--- src/rtl/starship_rom_reader.sv ---
// Burst read initiator for the StarshipROM macro: one read per cycle, credit-limited
// by a 4-entry response buffer so the ROM never runs ahead of the consumer.
`timescale 1ns/1ps
module starship_rom_reader #(
  parameter int ADDR_WIDTH = 11,
  parameter int DATA_WIDTH = 32,
  parameter int LEN_WIDTH  = 8
) (
  input  logic                  clock,
  input  logic                  reset_n,
  input  logic                  req_valid,
  output logic                  req_ready,
  input  logic [ADDR_WIDTH-1:0] req_addr,
  input  logic [LEN_WIDTH-1:0]  req_len,
  output logic                  resp_valid,
  input  logic                  resp_ready,
  output logic [DATA_WIDTH-1:0] resp_data,
  output logic                  resp_last,
  output logic                  busy,
  output logic                  rom_me,
  output logic                  rom_oe,
  output logic [ADDR_WIDTH-1:0] rom_address,
  input  logic [DATA_WIDTH-1:0] rom_q
);

  localparam int DEPTH = 4;

  typedef enum logic [1:0] {IDLE, BURST, DRAIN} state_e;

  state_e                state_q, state_d;
  logic [ADDR_WIDTH-1:0] addr_q, rom_addr_q;
  logic [LEN_WIDTH-1:0]  len_q, issued_q, returned_q;
  logic                  b_valid_q, b_last_q;
  logic [DATA_WIDTH-1:0] mem_q [DEPTH];
  logic [DEPTH-1:0]      last_q;
  logic [1:0]            wr_ptr_q, rd_ptr_q;
  logic [2:0]            count_q;
  logic                  req_ready_q, busy_q, rom_oe_q;

  logic req_fire, issue, push, pop;

  // A word in flight on rom_q already owns a slot; no credit for a same-cycle pop.
  assign issue    = (state_q == BURST) && ((count_q + 3'(b_valid_q)) < 3'(DEPTH));
  assign push     = b_valid_q;
  assign pop      = (count_q != 3'd0) && resp_ready;
  assign req_fire = req_valid && req_ready_q;

  assign req_ready   = req_ready_q;
  assign busy        = busy_q;
  assign rom_oe      = rom_oe_q;
  assign rom_me      = issue;
  assign rom_address = issue ? addr_q : rom_addr_q;
  assign resp_valid  = (count_q != 3'd0);
  assign resp_data   = mem_q[rd_ptr_q];
  assign resp_last   = resp_valid && last_q[rd_ptr_q];

  always_comb begin
    state_d = state_q;
    case (state_q)
      IDLE:    if (req_fire) state_d = BURST;
      BURST:   if (issue && (issued_q == len_q)) state_d = DRAIN;
      DRAIN:   if (pop && (returned_q == len_q)) state_d = IDLE;
      default: state_d = IDLE;
    endcase
  end

  always_ff @(posedge clock or negedge reset_n) begin
    if (!reset_n) begin
      state_q     <= IDLE;
      req_ready_q <= 1'b0;
      busy_q      <= 1'b0;
      rom_oe_q    <= 1'b0;
      addr_q      <= '0;
      rom_addr_q  <= '0;
      len_q       <= '0;
      issued_q    <= '0;
      returned_q  <= '0;
      b_valid_q   <= 1'b0;
      b_last_q    <= 1'b0;
      last_q      <= '0;
      wr_ptr_q    <= '0;
      rd_ptr_q    <= '0;
      count_q     <= '0;
      for (int i = 0; i < DEPTH; i++) mem_q[i] <= '0;
    end else begin
      state_q     <= state_d;
      req_ready_q <= (state_d == IDLE);
      busy_q      <= (state_d != IDLE);
      rom_oe_q    <= (state_d != IDLE);

      if (req_fire) begin
        addr_q     <= req_addr;
        len_q      <= req_len;
        issued_q   <= '0;
        returned_q <= '0;
      end

      // Address wraps naturally at 2^ADDR_WIDTH.
      if (issue) begin
        rom_addr_q <= addr_q;
        addr_q     <= addr_q + ADDR_WIDTH'(1);
        issued_q   <= issued_q + LEN_WIDTH'(1);
        b_last_q   <= (issued_q == len_q);
      end
      b_valid_q <= issue;

      if (push) begin
        mem_q[wr_ptr_q]  <= rom_q;
        last_q[wr_ptr_q] <= b_last_q;
        wr_ptr_q         <= wr_ptr_q + 2'd1;
      end

      if (pop) begin
        rd_ptr_q   <= rd_ptr_q + 2'd1;
        returned_q <= returned_q + LEN_WIDTH'(1);
      end

      count_q <= count_q + 3'(push) - 3'(pop);
    end
  end

endmodule

--- config.mk ---
export PLATFORM = sky130hd
export DESIGN_NAME = starship_rom_reader
export DESIGN_NICKNAME = d
export VERILOG_FILES = /design/src/rtl/starship_rom_reader.sv
export SDC_FILE = /design/constraint.sdc
export NUM_CORES = 1
export LEC_CHECK = 0
export ABC_AREA = 1
export ABC_CLOCK_PERIOD_IN_PS = 1900
export CAP_MARGIN = 10
export CORE_MARGIN = 2
export CORE_UTILIZATION = 45
export CTS_CLUSTER_SIZE = 14
export DETAILED_ROUTE_END_ITERATION = 10
export PLACE_DENSITY_LB_ADDON = 0.3
export SLEW_MARGIN = 20
export SYNTH_ARGS = -nofsm -noshare
export SYNTH_HDL_FRONTEND = slang
export SYNTH_SLANG_ARGS = --single-unit
--- constraint.sdc ---
create_clock -name clock -period 1.9 [get_ports clock]
set_clock_uncertainty 0.1 [all_clocks]
set_input_delay 0.285 -clock clock [delete_from_list [all_inputs] [get_ports clock]]
set_output_delay 0.285 -clock clock [all_outputs]
set_load 0.005 [all_outputs]
* Yosys cells after proc, flatten, opt, wreduce, memory -nomap -nowiden
Index checks and enable logic that the tools add are counted.
** Storage, ports and cells
- Flip-flop bits (word level) :: 191
- Input port bits :: 55
- Output and inout bits :: 49
- Word-level logic and storage cells :: 73
** Operators by class
- $add $sub $neg :: 7
- Order comparisons :: 7
- Equality and inequality tests :: 4
- Mux-type cells :: 21
- Bitwise logic cells :: 2
- Reduce and logical (&&, ||, !) cells :: 14
** Operators with widths (number)
- bitwise mux 128 bit :: 1
- two-way mux 32 bit :: 3
- binary-select mux 32 bit (select 2 bit) :: 1
- demux 32 bit (select 2 bit) :: 1
- two-way mux 11 bit :: 3
- two-way mux 8 bit :: 3
- adder 8 x 1 -> 8 bit, second input constant :: 2
- equality test 8 bit :: 2
- adder 11 x 1 -> 11 bit, second input constant :: 1
- logical AND 1 bit :: 8
- greater-or-equal comparator 3 bit, second input constant :: 2
- less-than comparator 2 x 3 -> 1 bit, second input constant :: 2
- two-way mux 2 bit :: 3
- NOT 2 -> 3 bit :: 2
- one-hot mux 2 bit (3 select lines) :: 1
- nonzero test 2 bit :: 3
- adder 2 x 1 -> 2 bit, second input constant :: 2
- bitwise mux 4 bit :: 1
- zero test 2 bit :: 2
- adder 3 x 1 -> 3 bit :: 1
- less-than comparator 3 x 1 -> 1 bit, second input constant :: 1
- less-than comparator 3 bit, second input constant :: 1
- nonzero test 3 bit :: 1
- subtractor 3 x 1 -> 3 bit :: 1
- other kinds (6) :: 7

* Longest topological paths before layout
- Depth in word-level cells :: 7
- Mapped depth :: 11
- Mapped depth without buffers :: 10

* Worst setup path after synthesis
OpenSTA, ideal clock, no wires.
- Path kind :: reg-to-output
- Start point :: register b_valid_q
- End point :: output port rom_address[1]
- Arrival :: 1.423 ns
- Required time :: 1.515 ns
- Path slack :: 0.092 ns
- Stages on the path, launching flop included :: 8
- Buffers on the path :: 2
- Path through :: dfrtp_1 -> ha_1 -> ha_1 -> nand2_1 -> nand3_2 -> buf_6 -> buf_2 -> o21ai_0
** On the way
- Word-level cells in the longest chain between the ends :: 4
** RTL lines
- start: declaration :: line 33 : logic b_valid_q, b_last_q;
- start signal: assignment :: line 105 : b_valid_q <= issue;
- adder 3 x 1 -> 3 bit :: line 43 : assign issue = (state_q == BURST) && ((count_q + 3'(b_valid_q)) < 3'(DEPTH));
- less-than comparator 3 bit :: line 43
- logical AND 1 bit :: line 43
- two-way mux 11 bit
- end: declaration :: line 22 : output logic [ADDR_WIDTH-1:0] rom_address,
Every way passes these cells.

* Final worst setup path
- Start point :: register b_valid_q
- End point :: output port rom_address[2]
The elaborated chain is that of the path after synthesis.

==> flow_summary.toml <==
[power_and_ir_drop]
p_per_area_nw_per_um2 = 2010
total_leakage_power_uw = 0.00587
vdd_ir_drop_max_mv = 1.38

[global_route]
grt_max_degree = 63
overflow = 0
grt_pass1_wl_mm = 38.3
antenna_found_initial = 0
track_usage = 0.239
grt_pass1_vias = 7657

[logic_synthesis]
syn_inst = 1008
ys_warn_count = 0
synth_top_area_cell = "dfrtp_1"
ys_types = 36
synth_seq_cells = 191
synth_edf_count = 0
ys_seq_area_frac = 0.553
synth_top_area_frac = 0.553
synth.avg_cell_area_sq_um = 8.57
syn_area_sq_um = 8640
syn-num-nets = 1074
ys_dominant_reg_cell = "dfrtp_1"
async_flop_share = 1.00
synthTopCellsByArea = "dfrtp_1 (55%), o21ai_0 (13%), nand2_1 (9.8%)"

[sta]
drv_slew = 0
maxSlewHeadroom = 0.702
setup_slack_ns = -0.440
worst_pin_slew_ns = 0.447
rsz0062_at_grt = "yes"
setup_viol = 68
setup_tns_ns = -14.02
finalHoldViolations = 0
fmax_ghz = 0.427
min_period_ns = 2.34
finalCritPeriodShare = 1.23

[critical_path]
crit_required_ns = 1.51
cp.arrival_ns = 1.96
worstReg2RegEnd = "issued_q[6]"
crit_type = "reg2out"
ff2ff_setup_slack_ns = -0.28
cp-start-kind = "flop"
r2r_cells = 13
cp_max_fo = 7
worstSetupEndpointType = "output port"
r2r-start = "b_valid_q"
startpoint = "b_valid_q"
cp-endpoint = "rom_address[2]"

[detailed_routing]
wl_per_cell_um = 17.1
drt_pass1_iterations = 6
via_count = 7774
drc = 0
drt_iter0_drc = 654
antenna_left = 0
wirelength_mm = 24.6
post_drt_via_cell_ratio = 5.41

[floorplanning]
rows = 50
coreArea_sq_um = 18800
die_x_um = 143
start_util = 0.460
die_h_um = 143
io_pins = 104
die-area_sq_um = 20300

[place]
place_area_sq_um = 10300
gp_congestion = 0.818
hpwl_mm = 13.0
dp.cells = 1337
portBuffers = 103

[min_path]
min_path_type = "in2async"

[clock_tree]
htreeDepth = 4
cts_tree = "built"
cts_sinks = 191
ctsLongestPathBuffers = 2
numCtsBuffers = 17
cts_root_buffer = "clkbuf_16"
clk_latency_ns = 0.44
cts.clk_slew.worst_paths_ns = 0.07

[outcome]
violations = "setup timing"
status = "finished with violations"

[layout]
postLayoutCellArea_sq_um = 12700
final_cells = 1436
mostFrequentLayoutCells = "nand2_1 (203), dfrtp_1 (190), o21ai_0 (148)"
drive_gt1_frac = 0.319
layout_commonest_cell = "nand2_1"
diodes = 0
nNetsFinal = 1255
syn_to_final_growth_pct = 46.7

[run]
cap_violations = 0
## how the worst min path moves through the flow
stage,end,startpoint
2_1_floorplan,addr_q[0],reset_n
3_3_place_gp,mem_q[5],reset_n
3_5_place_dp,mem_q[5],reset_n
4_1_cts,len_q[4],req_len[4]
5_1_grt,len_q[4],req_len[4]
6_report,mem_q[5],reset_n
## sequential cells by signal, summed over array words and instances (netlist names)
| name | flops |
|---|---|
| mem_q | 128 |
| addr_q | 11 |
| rom_addr_q | 11 |
| issued_q | 8 |
| len_q | 8 |
| returned_q | 8 |
| last_q | 4 |
| count_q | 3 |
| rd_ptr_q | 2 |
| state_q | 2 |
| wr_ptr_q | 2 |
| b_last_q | 1 |
| b_valid_q | 1 |
| req_ready | 1 |
| rom_oe | 1 |
## Yosys cell counts (4+ instances only)
cell type and n:
nand3_1 21, inv_1 79, a21oi_1 14, o22ai_1 38, dfrtp_1 191, ha_1 11, xor2_1 13, buf_2 23
nor2_1 96, clkbuf_1 29, nor2_2 4, nand2_1 226, xnor2_1 6, o21ai_0 219, o211ai_1 4
## routing by layer
layer  track usage  vias to the layer above  share of wire
met1         0.320                     3825           0.43
met2         0.396                      225           0.51
li1              -                     3688              -
met3        0.0471                       36          0.046
met4        0.0672                        0          0.018
met5             0                        -              0
## timing repair
item                       CTS  global route
gates resized for setup    427           139
hold buffers                 1             0
setup endpoints to repair   67            69
buffers inserted            48            18
hold endpoints to repair    47             0
pin swaps                   73            58
cloned                      10             3
## layout make-up
type                    instances  area [sq um]
clock buffers                  19           443
inverters                      80           328
multi-input cells             678          4260
well taps                     234           293
repair buffers                221          2430
fillers                      1405          6100
clock inverters                13           125
flip-flops and latches        191          4780
## critical path, cell delays in order (launching register included)
cell	delay, ns
dfrtp_1	0.38
ha_2	0.20
ha_4	0.17
nand2_4	0.07
nand3_4	0.11
buf_12	0.15
buf_16	0.14
o21ai_2	0.15
buf_2	0.15
## where the power goes
part	switching, uW	internal [uW]	leakage [uW]
sequential	1660	6030	0.00235
combinational	7140	7130	0.00324
clock	1630	1870	0.000276
## kinds of logic after synthesis
family          Yosys count  synth area share
simple gates            360             0.166
compound gates          288             0.178
flops                   191             0.553
buf+inv                 139            0.0669
xor+xnor                 19            0.0193
fa+ha+maj                11            0.0159
## per-stage QoR
| stage | hold WS, ns | total power, uW | setup WS, ns | util |
|---|---|---|---|---|
| 4_1_cts | 0.275 | 23600 | -0.407 | 0.644 |
| 3_3_place_gp | 0.176 | 16600 | -0.389 | 0.549 |
| 2_1_floorplan | -0.111 | 12400 | 0.0920 | - |
| 6_report | 0.279 | 25500 | -0.440 | 0.675 |
| 5_1_grt | 0.298 | 27100 | -0.507 | 0.675 |
| 3_5_place_dp | 0.176 | 16900 | -0.433 | 0.549 |
No activity file was read; power rests on OpenSTA's default activity.
